File: src/rtl/clock_display_scan.sv
// clock_display_scan: snapshots 12h time per frame, double-dabbles to BCD, scans a 6-digit common-anode display
module clock_display_scan #(
  parameter int SCAN_DIV   = 1000,
  parameter bit BLANK_LEAD = 1'b1
) (
  input  logic       clk,
  input  logic       reset,
  input  logic [7:0] hh,
  input  logic [7:0] mm,
  input  logic [7:0] ss,
  input  logic       pm,
  output logic [6:0] seg,
  output logic       dp,
  output logic [5:0] an,
  output logic       busy,
  output logic       err
);
  localparam int PW = $clog2(SCAN_DIV);
  localparam logic [6:0] BLANK = 7'h7F;
  localparam logic [6:0] DASH = 7'h3F;
  if (SCAN_DIV < 16) begin : g_chk
    $error("SCAN_DIV must be >= 16");
  end
  typedef enum logic [1:0] {IDLE, LOAD, SHIFT, DONE} state_t;
  state_t state_q, state_d;
  logic [PW-1:0] pre_q, pre_d;
  logic [2:0] idx_q, idx_d, cnt_q, cnt_d;
  logic req_q, req_d, pm_s_q, pm_s_d, err_s_q, err_s_d, pm_q, pm_d, err_q, err_d;
  logic [2:0][7:0] snap_q, snap_d;
  logic [2:0][19:0] sr_q, sr_d;
  logic [5:0][6:0] dig_q, dig_d;
  logic [6:0] seg_q, seg_d;
  logic dp_q, dp_d;
  logic [5:0] an_q, an_d;
  logic tc, wrap;
  function automatic logic [6:0] dec(input logic [3:0] d);
    case (d)
      4'd0: dec = 7'h40;
      4'd1: dec = 7'h79;
      4'd2: dec = 7'h24;
      4'd3: dec = 7'h30;
      4'd4: dec = 7'h19;
      4'd5: dec = 7'h12;
      4'd6: dec = 7'h02;
      4'd7: dec = 7'h78;
      4'd8: dec = 7'h00;
      4'd9: dec = 7'h10;
      default: dec = DASH;
    endcase
  endfunction
  function automatic logic [19:0] dd(input logic [19:0] x);
    logic [19:0] y;
    y = x;
    for (int i = 0; i < 3; i++)
      if (y[8+4*i +: 4] >= 4'd5) y[8+4*i +: 4] = y[8+4*i +: 4] + 4'd3;
    return y << 1;
  endfunction
  always_comb begin
    tc = pre_q == PW'(SCAN_DIV - 1);
    wrap = tc && idx_q == 3'd5;
    pre_d = tc ? '0 : pre_q + PW'(1);
    idx_d = tc ? (wrap ? 3'd0 : idx_q + 3'd1) : idx_q;
    req_d = wrap | (req_q & (state_q != IDLE));
    state_d = state_q;
    snap_d = snap_q;
    pm_s_d = pm_s_q;
    err_s_d = err_s_q;
    sr_d = sr_q;
    cnt_d = cnt_q;
    dig_d = dig_q;
    pm_d = pm_q;
    err_d = err_q;
    case (state_q)
      IDLE: if (req_q) begin
        snap_d = {hh, mm, ss};
        pm_s_d = pm;
        err_s_d = hh == 8'd0 || hh > 8'd12 || mm > 8'd59 || ss > 8'd59;
        state_d = LOAD;
      end
      LOAD: begin
        for (int f = 0; f < 3; f++) sr_d[f] = {12'd0, snap_q[f]};
        cnt_d = 3'd0;
        state_d = SHIFT;
      end
      SHIFT: begin
        for (int f = 0; f < 3; f++) sr_d[f] = dd(sr_q[f]);
        cnt_d = cnt_q + 3'd1;
        state_d = cnt_q == 3'd7 ? DONE : SHIFT;
      end
      DONE: begin
        for (int f = 0; f < 3; f++) begin
          dig_d[2*f] = err_s_q ? DASH : dec(sr_q[f][11:8]);
          dig_d[2*f+1] = err_s_q ? DASH : dec(sr_q[f][15:12]);
        end
        if (BLANK_LEAD && !err_s_q && sr_q[2][15:12] == 4'd0) dig_d[5] = BLANK;
        pm_d = pm_s_q;
        err_d = err_s_q;
        state_d = IDLE;
      end
      default: state_d = IDLE;
    endcase
    an_d = ~(6'd1 << idx_d);
    seg_d = dig_d[idx_d];
    dp_d = (idx_d == 3'd2 || idx_d == 3'd4) ? 1'b0 : (idx_d == 3'd0) ? ~(pm_d & ~err_d) : 1'b1;
  end
  always_ff @(posedge clk or posedge reset) begin
    if (reset) begin
      state_q <= IDLE;
      pre_q <= '0;
      idx_q <= 3'd0;
      cnt_q <= 3'd0;
      req_q <= 1'b1;
      snap_q <= '0;
      pm_s_q <= 1'b0;
      err_s_q <= 1'b0;
      sr_q <= '0;
      dig_q <= {6{BLANK}};
      pm_q <= 1'b0;
      err_q <= 1'b0;
      seg_q <= BLANK;
      dp_q <= 1'b1;
      an_q <= 6'h3F;
    end else begin
      state_q <= state_d;
      pre_q <= pre_d;
      idx_q <= idx_d;
      cnt_q <= cnt_d;
      req_q <= req_d;
      snap_q <= snap_d;
      pm_s_q <= pm_s_d;
      err_s_q <= err_s_d;
      sr_q <= sr_d;
      dig_q <= dig_d;
      pm_q <= pm_d;
      err_q <= err_d;
      seg_q <= seg_d;
      dp_q <= dp_d;
      an_q <= an_d;
    end
  end
  assign seg = seg_q;
  assign dp = dp_q;
  assign an = an_q;
  assign busy = state_q == LOAD || state_q == SHIFT;
  assign err = err_q;
endmodule
File: config.mk
export PLATFORM = sky130hd
export DESIGN_NAME = clock_display_scan
export DESIGN_NICKNAME = d
export VERILOG_FILES = /design/src/rtl/clock_display_scan.sv
export SDC_FILE = /design/constraint.sdc
export NUM_CORES = 1
export LEC_CHECK = 0
export ABC_AREA = 1
export BUFFER_PORTS_ARGS = -buffer_cell sky130_fd_sc_hd__buf_4
export CORE_UTILIZATION = 60
export CTS_BUF_LIST = sky130_fd_sc_hd__clkbuf_4 sky130_fd_sc_hd__clkbuf_8
export DETAILED_ROUTE_END_ITERATION = 16
export GPL_ROUTABILITY_DRIVEN = 0
export PLACE_DENSITY = 0.83
export SLEW_MARGIN = 40
export SYNTH_ARGS = -nofsm -noshare
export SYNTH_HDL_FRONTEND = slang
export SYNTH_SLANG_ARGS = --single-unit
File: constraint.sdc
create_clock -name clk -period 5.5 [get_ports clk]
set_clock_uncertainty 0.15 [all_clocks]
set_input_delay 0.55 -clock clk [delete_from_list [all_inputs] [get_ports clk]]
set_output_delay 0.55 -clock clk [all_outputs]
set_load 0.05 [all_outputs]
## Word-level counts from Yosys, hierarchy flattened

Memory sizes are Yosys's and may differ from the RTL's.
Index checks and enable logic that the tools add are counted.

- Register bits: 163
- Latch bits: 0
- Bits in writable memories: 0
- Memory bits (read-only): 672
- Input port bits: 27
- Output and inout bits: 16
- Word-level logic and storage cells: 117
- Memories kept: 6

Memories:

| memory | words | width | read ports | clocked after memory_dff | wr ports | RTL line | text |
|---|---|---|---|---|---|---|---|
| (name not given) | 16 | 7 | 1 | 0 | 0 | 37 | `case (d)` |
| (name not given) | 16 | 7 | 1 | 0 | 0 | 37 |  |
| (name not given) | 16 | 7 | 1 | 0 | 0 | 37 |  |
| (name not given) | 16 | 7 | 1 | 0 | 0 | 37 |  |
| (name not given) | 16 | 7 | 1 | 0 | 0 | 37 |  |
| (name not given) | 16 | 7 | 1 | 0 | 0 | 37 |  |

- Add/subtract/negate cells: 12
- Multiply operators: 0
- Divide/modulo/power cells: 0
- Order comparisons: 13
- Equal/unequal tests: 9
- Shift-type cells: 1
- Multiplexer cells: 31
- Bitwise gates (word level): 6
- Reductions and logical operators: 15

Operators by type and width:

| cell | count |
|---|---|
| $pmux 60 s2 | 1 |
| $mux 7 | 8 |
| $mux 42 | 1 |
| $ge 4x3->1 const B | 9 |
| $add 4x2->4 const B | 6 |
| $mux 4 | 6 |
| $bmux 7 s3 | 1 |
| $gt 8x6->1 const B | 2 |
| $mux 3 | 5 |
| $add 10x1->10 const B | 1 |
| $eq 10x10->1 const B | 1 |
| $mux 10 | 1 |
| $add 3x2->3 const B | 3 |
| $eq 3x3->1 const B | 3 |
| $gt 8x4->1 const B | 1 |
| $logic_not 8->1 | 1 |
| $pmux 2 s4 | 1 |
| $add 3x1->3 const B | 2 |
| $not 6->6 | 1 |
| $pmux 3 s2 | 1 |
| $shl 1x3->6 const A | 1 |
| $logic_or 1x1->1 | 5 |
| $mux 1 | 5 |
| $eq 2x2->1 const B | 2 |
| other kinds (15) | 19 |

## Longest topological paths before layout

Gate-level depths: netlist of the first run.

- Word-level depth: 7
- Gate-level depth with buffers: 15
- Depth with buffers taken out: 15

## Least setup slack after synthesis of the first run

Ideal clock, no wire load.

- Path kind: register to register
- Start: reg state_q[1]
- End: reg sr_q[41] (netlist name)
- Setup time: 0.091 ns
- Arrival: 1.950 ns
- Required time: 5.259 ns
- Setup slack: 3.310 ns
- Stages on the path, launching flop included: 8
- Path buffers: 2
- Period minus slack after synthesis: 2.190 ns
- Cells stage by stage: dfrtp_1 inv_1 ha_1 inv_1 or2_2 clkbuf_1 clkbuf_1 o221ai_1

- Longest elaborated chain between the ends: 2
- Elaborated cells on any way between the ends: 4
- Those cells by class: 2 x eq/ne; 1 x mux; 1 x reduce/logical

Ends and longest elaborated chain:

| what | RTL line | text |
|---|---|---|
| start, declared | 25 | `state_t state_q, state_d;` |
| start signal, assigned | 124 | `state_q <= state_d;` |
| $eq 2x2->1 or $eq 2x1->1 (tied branches) | 73 | `case (state_q)` |
| $pmux 60 s2 or $reduce_bool 2->1 (tied branches) | - |  |
| end signal, assigned | 132 | `sr_q <= sr_d;` |
| end, declared | 30 | `logic [2:0][19:0] sr_q, sr_d;` |

Parallel ways exist; a longest one is shown, timed or not.
A chain may end at the register's enable or synchronous reset.

## Worst setup path in the final report of the first run

- Start: reg state_q[1]
- End: reg sr_q[35] (netlist name)

Same word-level chain as after synthesis.

==> results.cfg, run 1 <==
[run_status]
run_status = finished, final reports clean

[sta]
fin_crit_sh_pct = 48.7
final.setup.tns_ns = 0
finalMaxSlewViolations = 0
grt_setup_unrepaired = no
fmax_mhz = 374
maxSlewHeadroom_pct = 60.3
postLayoutSetupSlackWorst_ns = 2.82
tightestPinTransition_ns = 0.594
final-setup-viol-count = 0
final_hold_viol_count = 0
final.min_clock_period_ns = 2.68

[synthesis]
average_footprint_of_a_synthesized_cell_um2 = 8.21
postSynthNetCount = 1026
netlist.top_cell.by_area = dfrtp_1
multiplexer_share_of_the_synthesized_area_pct = 0.144
synth_top_cells_by_area = dfrtp_1 (30%), dfstp_2 (19%), nand2_1 (12%)
count_of_flip_flops_with_a_built_in_enable_after_synthesis = 0
postSynth.topFlopCell = dfrtp_1
synth_area_in_compound_gates_pct = 13.0
synthDominantCellAreaShare_pct = 30.0
synth_top_family_by_area = simple AND/OR/NAND/NOR gates
async_reset_ff_share_pct = 100
yosysWarningCount = 0
post_synth_inst_count = 955
postSynthRegisterBits = 151
ys_seq_area_share_pct = 49.1
syn-cell-area_mm2 = 0.00784
xor_and_xnor_area_share_after_synthesis_pct = 0.335
synth-simple-area-share_pct = 21.5
ys_types = 41
synth_adder_area_share_pct = 7.02

[worst_setup_path]
reg2reg_setup_slack_ns = 2.82
regToRegEndpoint = sr_q[35]$_DFFE_PP0P_
timing.setup.critical_path_class = reg -> reg
worst_r2r_path_depth = 7
crit_arrival_ns = 2.90
end_kind = flip-flop
critPathLaunchType = flip-flop
reg2reg_from = state_q[1]$_DFFE_PP0P_
max_fanout_on_critical_path = 40
cp_data_required_time_ns = 5.72

[detailed_routing]
post-route-drc-count = 0
viasPerCell = 5.36
final_antenna_net_count = 0
num_vias = 6274
route.final.wire_length_um = 16100
initialDrtViolationCount = 447
dr.pass1.iters = 6
wl_per_cell_um = 13.8

[die]
row_count = 41
core_region_area_mm2 = 0.0127
floorplan.initialDensity_pct = 61.9
floorplan.die.width_um = 116
die_height_um = 116
design.die.area_mm2 = 0.0135
ioPinCount = 43

[cts]
clock_sinks = 151
post_cts_buffers = 0
cts_tree = built
clkLatencyLatePin_ns = 0.45
cts_made_buffers = 17
cts.reportedPaths.clkPinSlew_ns = 0.08
hold_buffers = 0
clock-root-buffer = clkbuf_8
htree_num_levels = 4
clockBufferDepth = 2
ctsResizeCount = 0

[placed_design]
dpl_worst_slack_ns = 2.82
numPortBuffers = 42
hpwlAfterDp_um = 11200

[min_path]
whs_endpoint = pm_s_q$_DFFE_PP0P_
whs_path_depth = 2
min-delay-start = pm
hold_class = in -> reg

[power]
report.power.total_mw = 2.04
power.static_leakage_nw = 4.30
vdd_ir_drop_max_mv = 0.165
power_density_mw_per_mm2 = 236

[final_layout]
layout.nets = 1056
multi_input_comb_area_mm2 = 0.00329
drive_above_1_share_pct = 15.8
finalCoreUtilization_pct = 68.4
final_layout_fill_cell_count = 1008
sequential_cell_area_mm2 = 0.00385
diodes = 0
synthToLayoutAreaGrowth_pct = 10.5

[global_route]
grt_max_degree = 111
grt_usage_pct = 26.4
overflow = 0
grt_pass1_wl_um = 27400
number_of_antenna_violations_at_the_first_check_in_global_routing = 0
via_count_of_the_first_global_routing_pass = 5740

[run]
cap_violations = 0
-- area by class of cell --
type	count	share of cell area (%)
multi-input cells	630	38.0
repair buffers	48	4.42
inverters	137	6.02
clock buffers	19	2.94
well taps	172	2.48
clock inverters	13	1.76
flip-flops and latches	151	44.4
-- layout by cell type, fill, tap and decap left out, types with 3 or more instances in the layout --
master	n
o31ai_1	3
nand4_1	12
bufinv_16	3
clkbuf_8	18
nor2_1	98
inv_1	130
o21ai_1	5
nand2_1	245
o22ai_1	28
inv_2	5
o221ai_1	22
or2_2	4
a21oi_1	35
clkinv_2	5
dfstp_2	57
nand2_2	5
nor3_1	5
o21ai_0	62
nand3_1	37
a31oi_1	7
buf_4	46
ha_1	44
dfrtp_1	94
-- through the flow --
| stage | hold WS [ns] | area, µm² | std cells |
|---|---|---|---|
| after global placement | 0.305 | 8220 | 1136 |
| after global routing | 0.157 | 8670 | 1170 |
| final | 0.177 | 8670 | 1170 |
| after floorplan | 0.282 | 7840 | 955 |
| after CTS | 0.107 | 8630 | 1168 |
| after detailed placement | 0.310 | 8220 | 1136 |
-- how the worst max path moves through the flow --
stage | cells past startpoint | end | from | slack [ns]
detailed placement | 7 | sr_q[33]$_DFFE_PP0P_ | state_q[1]$_DFFE_PP0P_ | 2.82
global route | 7 | sr_q[35]$_DFFE_PP0P_ | state_q[0]$_DFFE_PP0P_ | 2.50
global placement | 7 | sr_q[30]$_DFFE_PP0P_ | state_q[1]$_DFFE_PP0P_ | 2.62
CTS | 7 | sr_q[33]$_DFFE_PP0P_ | state_q[1]$_DFFE_PP0P_ | 2.78
finish | 7 | sr_q[35]$_DFFE_PP0P_ | state_q[1]$_DFFE_PP0P_ | 2.82
floorplan | 1 | cnt_q[0]$_DFFE_PP0P_ | reset | 0.83
-- critical path: stages (launching register included) --
cell     delay [ns]
dfrtp_1        0.37
inv_1          0.07
ha_1           0.27
buf_4          0.35
nand2_1        0.46
inv_2          0.58
o21ai_0        0.20
o22ai_1        0.14
-- cell families after synthesis --
logic type | after synthesis
mux | 1
simple gates | 412
fa+ha+maj | 44
flops | 151
buf+inv | 174
compound gates | 170
xor+xnor | 3
-- report_power, final --
part / internal, mW / total [mW] / switching, mW / leakage [nW]
clock: 0.463 / 0.873 / 0.410 / 0.213
sequential: 1.12 / 1.12 / 0.00181 / 1.80
combinational: 0.0190 / 0.0512 / 0.0322 / 2.29
total: 1.60 / 2.04 / 0.444 / 4.30
-- cells in the mapped netlist, types with 2 or more instances --
cell	n
inv_2	4
xor2_1	2
dfrtp_1	94
nor2_2	2
a21oi_1	35
or2_2	4
o22ai_1	28
ha_1	44
inv_1	132
nand4_1	12
buf_2	7
o31ai_1	3
o221ai_1	22
a22o_1	2
nor3_1	5
clkbuf_1	21
nor2_1	98
nand3_1	37
nand2_1	245
a31oi_1	7
buf_6	4
o21ai_0	62
buf_4	2
dfstp_2	57
nand2_2	5
o21ai_1	5
buf_1	2
-- registers in the layout, summed over array words and instances, names as in the netlist --
| register | count |
|---|---|
| pm_q | 1 |
| err | 1 |
| dp | 1 |
| err_s_q | 1 |
| seg | 7 |
| sr_q | 48 |
| pre_q | 10 |
| pm_s_q | 1 |
| dig_q | 42 |
| an | 6 |
| idx_q | 3 |
| req_q | 1 |
| cnt_q | 3 |
| snap_q | 24 |
| state_q | 2 |
-- metal layers --
metal | track usage (%) | part of all wire [%]
met2 | 40.1 | 45
met1 | 37.8 | 48
met3 | 4.98 | 4.7
met5 | 0 | 0
met4 | 9.91 | 1.7
(Power assumes the default switching activity.)
==> inputs of run 2 (changes only) <==
Clock period 5.5 ns to 2.5 ns, I/O delays scaled along.
==> run 2 against run 1 <==
Effect of this change:
- flip-flop and latch count did not move
- utilization rose by 2.7 points
- final area rose by 4.0%
- worst hold slack improved by 0.14 ns
- combinational power rose to 2.9 times the previous value
==> results.cfg, run 2 (synthesized netlist as in run 1, its figures left out) <==
[run_status]
run_status = finished, final reports clean

[cts]
clockBufferDepth = 2
ctsResizeCount = 0
htree_num_levels = 4
cts_made_buffers = 17
clkLatencyLatePin_ns = 0.46
clock_sinks = 151
hold_buffers = 26
clock-root-buffer = clkbuf_8
post_cts_buffers = 0
cts_tree = built
cts.reportedPaths.clkPinSlew_ns = 0.08

[final_layout]
finalCoreUtilization_pct = 71.1
reg_top3 = sr_q (48), dig_q (42), snap_q (24)
layout.nets = 1088
drive_above_1_share_pct = 15.9
largest_reg_flops = 48
most-common-layout-cells = nand2_1 (245), inv_1 (131), nor2_1 (98)
diodes = 0
synthToLayoutAreaGrowth_pct = 14.9
layout.cells.most_common = nand2_1
registers.top_by_ff_count = sr_q
final_layout_fill_cell_count = 986

[sta]
grt_setup_unrepaired = no
final-setup-viol-count = 0
fmax_mhz = 446
finalMaxSlewViolations = 0
final_hold_viol_count = 0
fin_crit_sh_pct = 89.7
tightestPinTransition_ns = 0.601
final.setup.tns_ns = 0
maxSlewHeadroom_pct = 59.6
final.min_clock_period_ns = 2.24

[global_route]
overflow = 0
grt_pass1_wl_um = 29700
via_count_of_the_first_global_routing_pass = 6386
grt_max_degree = 74
number_of_antenna_violations_at_the_first_check_in_global_routing = 0
grt_usage_pct = 28.5

[die]
core_region_area_mm2 = 0.0127
floorplan.initialDensity_pct = 61.9
ioPinCount = 43
design.die.area_mm2 = 0.0135
floorplan.die.width_um = 116
row_count = 41
die_height_um = 116

[power]
power_switching_share_pct = 21.3
switching_power_uw = 991
seq_power_share_pct = 52.9
combPwrFrac_pct = 3.2
power.static_leakage_nw = 4.45
vdd_ir_drop_max_mv = 0.319
internal_power_mw = 3.66
power_density_mw_per_mm2 = 516
clockPowerShare_pct = 43.8

[detailed_routing]
route.final.wire_length_um = 17600
wl_per_cell_um = 14.7
num_vias = 6554
final_antenna_net_count = 0
post-route-drc-count = 0
viasPerCell = 5.45
dr.pass1.iters = 5
initialDrtViolationCount = 488

[worst_setup_path]
startpoint = pre_q[0]$_DFF_PP0_
cp_data_required_time_ns = 2.74
critPathLaunchType = flip-flop
max_fanout_on_critical_path = 26
end_kind = flip-flop
reg2reg_from = pre_q[0]$_DFF_PP0_
timing.setup.critical_path_class = reg -> reg
crit_arrival_ns = 2.48

[run]
cap_violations = 0

[placed_design]
hpwlAfterDp_um = 11900
numPortBuffers = 42

[min_path]
hold_class = in -> async
==> run 2: changes by cell type in the layout (fill, tap and decap cells not counted) <==
cell / change
clkinv_4: -1
clkbuf_4: +1
buf_12: +3
bufinv_16: +1
inv_1: +1
inv_2: -1
buf_4: +5
inv_8: -1
clkinv_2: -3
dlygate4sd3_1: +25
clkinvlp_4: +3
buf_16: -1
==> run 2: per-layer routing <==
metal / vias up / routed length, µm / GRT usage [%]
met1: 3124 / 7710 / 36.7
met3: 36 / 940 / 6.02
met5: - / 0 / 0
met4: 0 / 401 / 10.8
met2: 199 / 8570 / 47.3
li1: 3195 / - / -
==> run 2: layout make-up <==
| class | instances | area, µm² | area share (%) |
|---|---|---|---|
| sequential | 151 | 3850 | 42.7 |
| clock inverter | 12 | 174 | 1.93 |
| inverter | 137 | 518 | 5.75 |
| timing repair buffer | 80 | 703 | 7.80 |
| multi-input combinational | 630 | 3290 | 36.5 |
| tap | 172 | 215 | 2.39 |
| clock buffer | 20 | 263 | 2.91 |
==> run 2: stage by stage <==
step	hold slack [ns]	cell area [µm²]	power [mW]	instances	worst slack, ns
final	0.315	9010	4.65	1202	0.258
after global routing	0.340	9010	4.80	1202	0.0619
after CTS	0.322	9010	4.67	1202	0.268
after detailed placement	0.263	8320	2.62	1144	0.314
after global placement	0.264	8320	2.62	1144	0.320
after floorplan	0.251	7850	2.56	955	0.244
==> run 2: power by group through the flow <==
| stage | Clock, mW | Sequential [mW] | Combinational [mW] |
|---|---|---|---|
| after floorplan | 0 | 2.50 | 0.0551 |
| after global placement | 0 | 2.50 | 0.116 |
| after detailed placement | 0 | 2.51 | 0.117 |
| after CTS | 2.06 | 2.46 | 0.149 |
| after global routing | 2.17 | 2.46 | 0.168 |
| final | 2.04 | 2.46 | 0.150 |
==> run 2: worst paths after layout <==
path / slack [ns] / depth (start not counted) / to
worst max-delay path: 0.26 / 12 / seg[6]$_DFF_PP1_
worst min register to register: 0.32 / 1 / pre_q[0]$_DFF_PP0_
max in group asynchronous: 1.48 / 4 / dig_q[10]$_DFF_PP1_
worst min-delay path: 0.32 / 4 / sr_q[33]$_DFFE_PP0P_
worst max register to register: 0.26 / 12 / seg[6]$_DFF_PP1_
min in group clk: 0.32 / 1 / pre_q[0]$_DFF_PP0_
==> run 2: worst max-delay path, stage by stage, from the launching register on <==
cell and delay (ns):
dfrtp_1 0.40, ha_1 0.23, nand2_1 0.09, inv_1 0.09
nand3_4 0.18, nand2_1 0.10, nand2_2 0.40, nand2_1 0.12
nand2_1 0.11, nand2_1 0.06, nand2_1 0.07, nand2_1 0.06
nand2_1 0.10
==> inputs of run 3 (changes only) <==
Settings changed: ABC_AREA 1 to default, BUFFER_PORTS_ARGS -buffer_cell sky130_fd_sc_hd__buf_4 to default, DONT_BUFFER_PORTS from default to 1, PLACE_DENSITY 0.83 to 0.8.
==> run 3 against run 2 <==
Effect of this change:
- non-clock buffer count fell by 41
- flip-flop and latch count did not move
- worst hold slack got worse by 0.30 ns
- final area fell by 4.3%
- routed wire length fell by 3.3%
- critical path type unchanged
- clock power fell by 9%
- sequential power barely moved
- final cell count fell by 21%
- fmax fell by 2.1%
- worst setup slack got worse by 0.049 ns
- sequential share of layout area rose by 1.9 points
==> results.cfg, run 3 <==
[synthesis]
synth_top_cells_by_area = dfrtp_1 (30%), dfstp_2 (19%), ha_1 (7.1%)
async_reset_ff_share_pct = 100
synth_commonest_cells = dfrtp_1 (94), a21oi_1 (72), nor2_1 (66)
ys_seq_area_share_pct = 49.4
multiplexer_share_of_the_synthesized_area_pct = 7.95
yosysWarningCount = 0
ys_types = 61
average_footprint_of_a_synthesized_cell_um2 = 10.3
synth_top_family_by_area = compound AO/OA/AOI/OAI gates
postSynthRegisterBits = 151
xor_and_xnor_area_share_after_synthesis_pct = 1.46
count_of_flip_flops_with_a_built_in_enable_after_synthesis = 0
synthMostInstantiatedCell = dfrtp_1
synth_adder_area_share_pct = 7.07
postSynthNetCount = 824
netlist.top_cell.by_area = dfrtp_1
synth-simple-area-share_pct = 12.3
synth_area_in_compound_gates_pct = 17.1
post_synth_inst_count = 753
postSynth.topFlopCell = dfrtp_1
synthDominantCellAreaShare_pct = 30.2
syn-cell-area_mm2 = 0.00779

[cts]
post_cts_buffers = 0
cts.reportedPaths.clkPinSlew_ns = 0.08
htree_num_levels = 4
ctsResizeCount = 0
clockBufferDepth = 2
clock-root-buffer = clkbuf_8
clkLatencyLatePin_ns = 0.45
cts_tree = built
cts_made_buffers = 17
clock_sinks = 151

[min_path]
whs_path_depth = 4
hold_class = in -> reg

[final_layout]
layout.nets = 841
layout.cells.most_common = dfrtp_1
registers.top_by_ff_count = sr_q
finalNonFillerCells = 955
diodes = 0
synthToLayoutAreaGrowth_pct = 10.7
drive_above_1_share_pct = 19.3
final_layout_fill_cell_count = 939
reg_top3 = sr_q (48), dig_q (42), snap_q (24)
most-common-layout-cells = dfrtp_1 (94), a21oi_1 (72), nor2_1 (66)
largest_reg_flops = 48
finalCoreUtilization_pct = 68.3

[worst_setup_path]
max_fanout_on_critical_path = 9
cp_data_required_time_ns = 2.73
end_kind = flip-flop
worst_r2r_path_depth = 7
critPathLaunchType = flip-flop
timing.setup.critical_path_class = reg -> reg
crit_arrival_ns = 2.52

[placed_design]
hpwlAfterDp_um = 11600
numPortBuffers = 0
numPlacedInstances = 897

[sta]
tightestPinTransition_ns = 0.585
finalMaxSlewViolations = 0
final.min_clock_period_ns = 2.29
fmax_mhz = 436
final_hold_viol_count = 0
final.setup.tns_ns = 0
final-setup-viol-count = 0
fin_crit_sh_pct = 91.6
grt_setup_unrepaired = no
maxSlewHeadroom_pct = 60.9

[power]
vdd_ir_drop_max_mv = 0.395
combPwrFrac_pct = 2.7
switching_power_mw = 1.04
seq_power_share_pct = 55.7
power.static_leakage_nw = 3.64
internal_power_mw = 3.41
report.power.total_mw = 4.45
clockPowerShare_pct = 41.6
power_density_mw_per_mm2 = 516
power_switching_share_pct = 23.4

[die]
core_region_area_mm2 = 0.0126
row_count = 41
design.die.area_mm2 = 0.0134
floorplan.initialDensity_pct = 61.7
floorplan.die.width_um = 116
ioPinCount = 43
die_height_um = 116

[detailed_routing]
final_antenna_net_count = 0
num_vias = 5682
initialDrtViolationCount = 345
route.final.wire_length_um = 17000
post-route-drc-count = 0
viasPerCell = 5.95
wl_per_cell_um = 17.8
dr.pass1.iters = 5

[global_route]
grt_usage_pct = 27.6
via_count_of_the_first_global_routing_pass = 5744
overflow = 0
number_of_antenna_violations_at_the_first_check_in_global_routing = 0
grt_pass1_wl_um = 28100
grt_max_degree = 87

[run]
cap_violations = 0

[run_status]
run_status = finished, final reports clean
## run 3: cell count changes after synthesis, sizes merged, moves of 10 or more
cell	delta
nand3	-26
nor2	-35
a22oi	+11
mux2	+29
a31oi	+10
nand2b	+17
nor2b	+16
o221ai	-22
mux2i	+27
nand2	-214
inv	-87
a21oi	+36
o21ai	-34
## run 3: cell families after synthesis
kind of cell / Yosys count
xor gates and xnor gates: 13
AOI/OAI and AO/OA: 209
DFF: 151
adders and majority gates: 44
muxes: 57
buffers and inverters: 90
and+or+nand+nor: 189
## run 3: cell type report
class	count	area (µm²)	area share, %
Multi-Input combinational cell	512	3590	41.6
Timing Repair Buffer	39	395	4.58
Tap cell	172	215	2.50
Clock buffer	17	234	2.71
Clock inverter	15	153	1.77
Inverter	49	188	2.18
Sequential cell	151	3850	44.6
## run 3: path summary, 6_finish.rpt
path / start / endpoint / slack [ns]
worst max-delay path: idx_q[1]$_DFF_PP0_ / seg[0]$_DFF_PP1_ / 0.21
worst min-delay path: ss[7] / err_s_q$_DFFE_PP0P_ / 0.02
worst max register to register: idx_q[1]$_DFF_PP0_ / seg[0]$_DFF_PP1_ / 0.21
worst min register to register: pre_q[0]$_DFF_PP0_ / pre_q[0]$_DFF_PP0_ / 0.33
max in group asynchronous: reset / req_q$_DFF_PP1_ / 1.21
min in group asynchronous: reset / sr_q[15]$_DFFE_PP0P_ / 0.18
## run 3: metrics by stage
| step | area [µm²] | hold WS, ns | worst slack (ns) |
|---|---|---|---|
| 2_1_floorplan | 7790 | 0.251 | 0.244 |
| 3_3_place_gp | 7980 | 0.0540 | 0.336 |
| 3_5_place_dp | 7980 | 0.0630 | 0.278 |
| 4_1_cts | 8620 | 0.0281 | 0.252 |
| 5_1_grt | 8620 | 0.0385 | 0.0548 |
| 6_report | 8620 | 0.0195 | 0.209 |
## run 3: what timing repair did
| action | in CTS | in global routing |
|---|---|---|
| endpoints found under the hold margin | 47 | 0 |
| setup endpoints to repair | 0 | 0 |
| hold buffers | 26 | 0 |
## run 3: power groups by stage
stage | Combinational, mW | Clock [mW] | Sequential [mW]
2_1_floorplan | 0.0639 | 0 | 2.52
3_3_place_gp | 0.0848 | 0 | 2.52
3_5_place_dp | 0.0884 | 0 | 2.52
4_1_cts | 0.123 | 1.88 | 2.48
5_1_grt | 0.138 | 1.98 | 2.48
6_report | 0.121 | 1.85 | 2.48
## run 3: layer usage
| metal | global-route usage (%) | vias to the layer above | part of all wire, % |
|---|---|---|---|
| met5 | 0 | - | 0 |
| met4 | 11.7 | 0 | 2.7 |
| met3 | 6.54 | 35 | 5.7 |
| met2 | 45.4 | 157 | 48 |
| met1 | 35.0 | 2791 | 44 |
| li1 | - | 2699 | - |
## run 3: worst max-delay path, stage by stage (launching register included)
cell	delay, ns
dfrtp_1	0.45
inv_1	0.06
ha_1	0.30
a21oi_1	0.13
nand4_1	0.20
mux2i_2	0.50
a22oi_1	0.21
a31oi_1	0.20
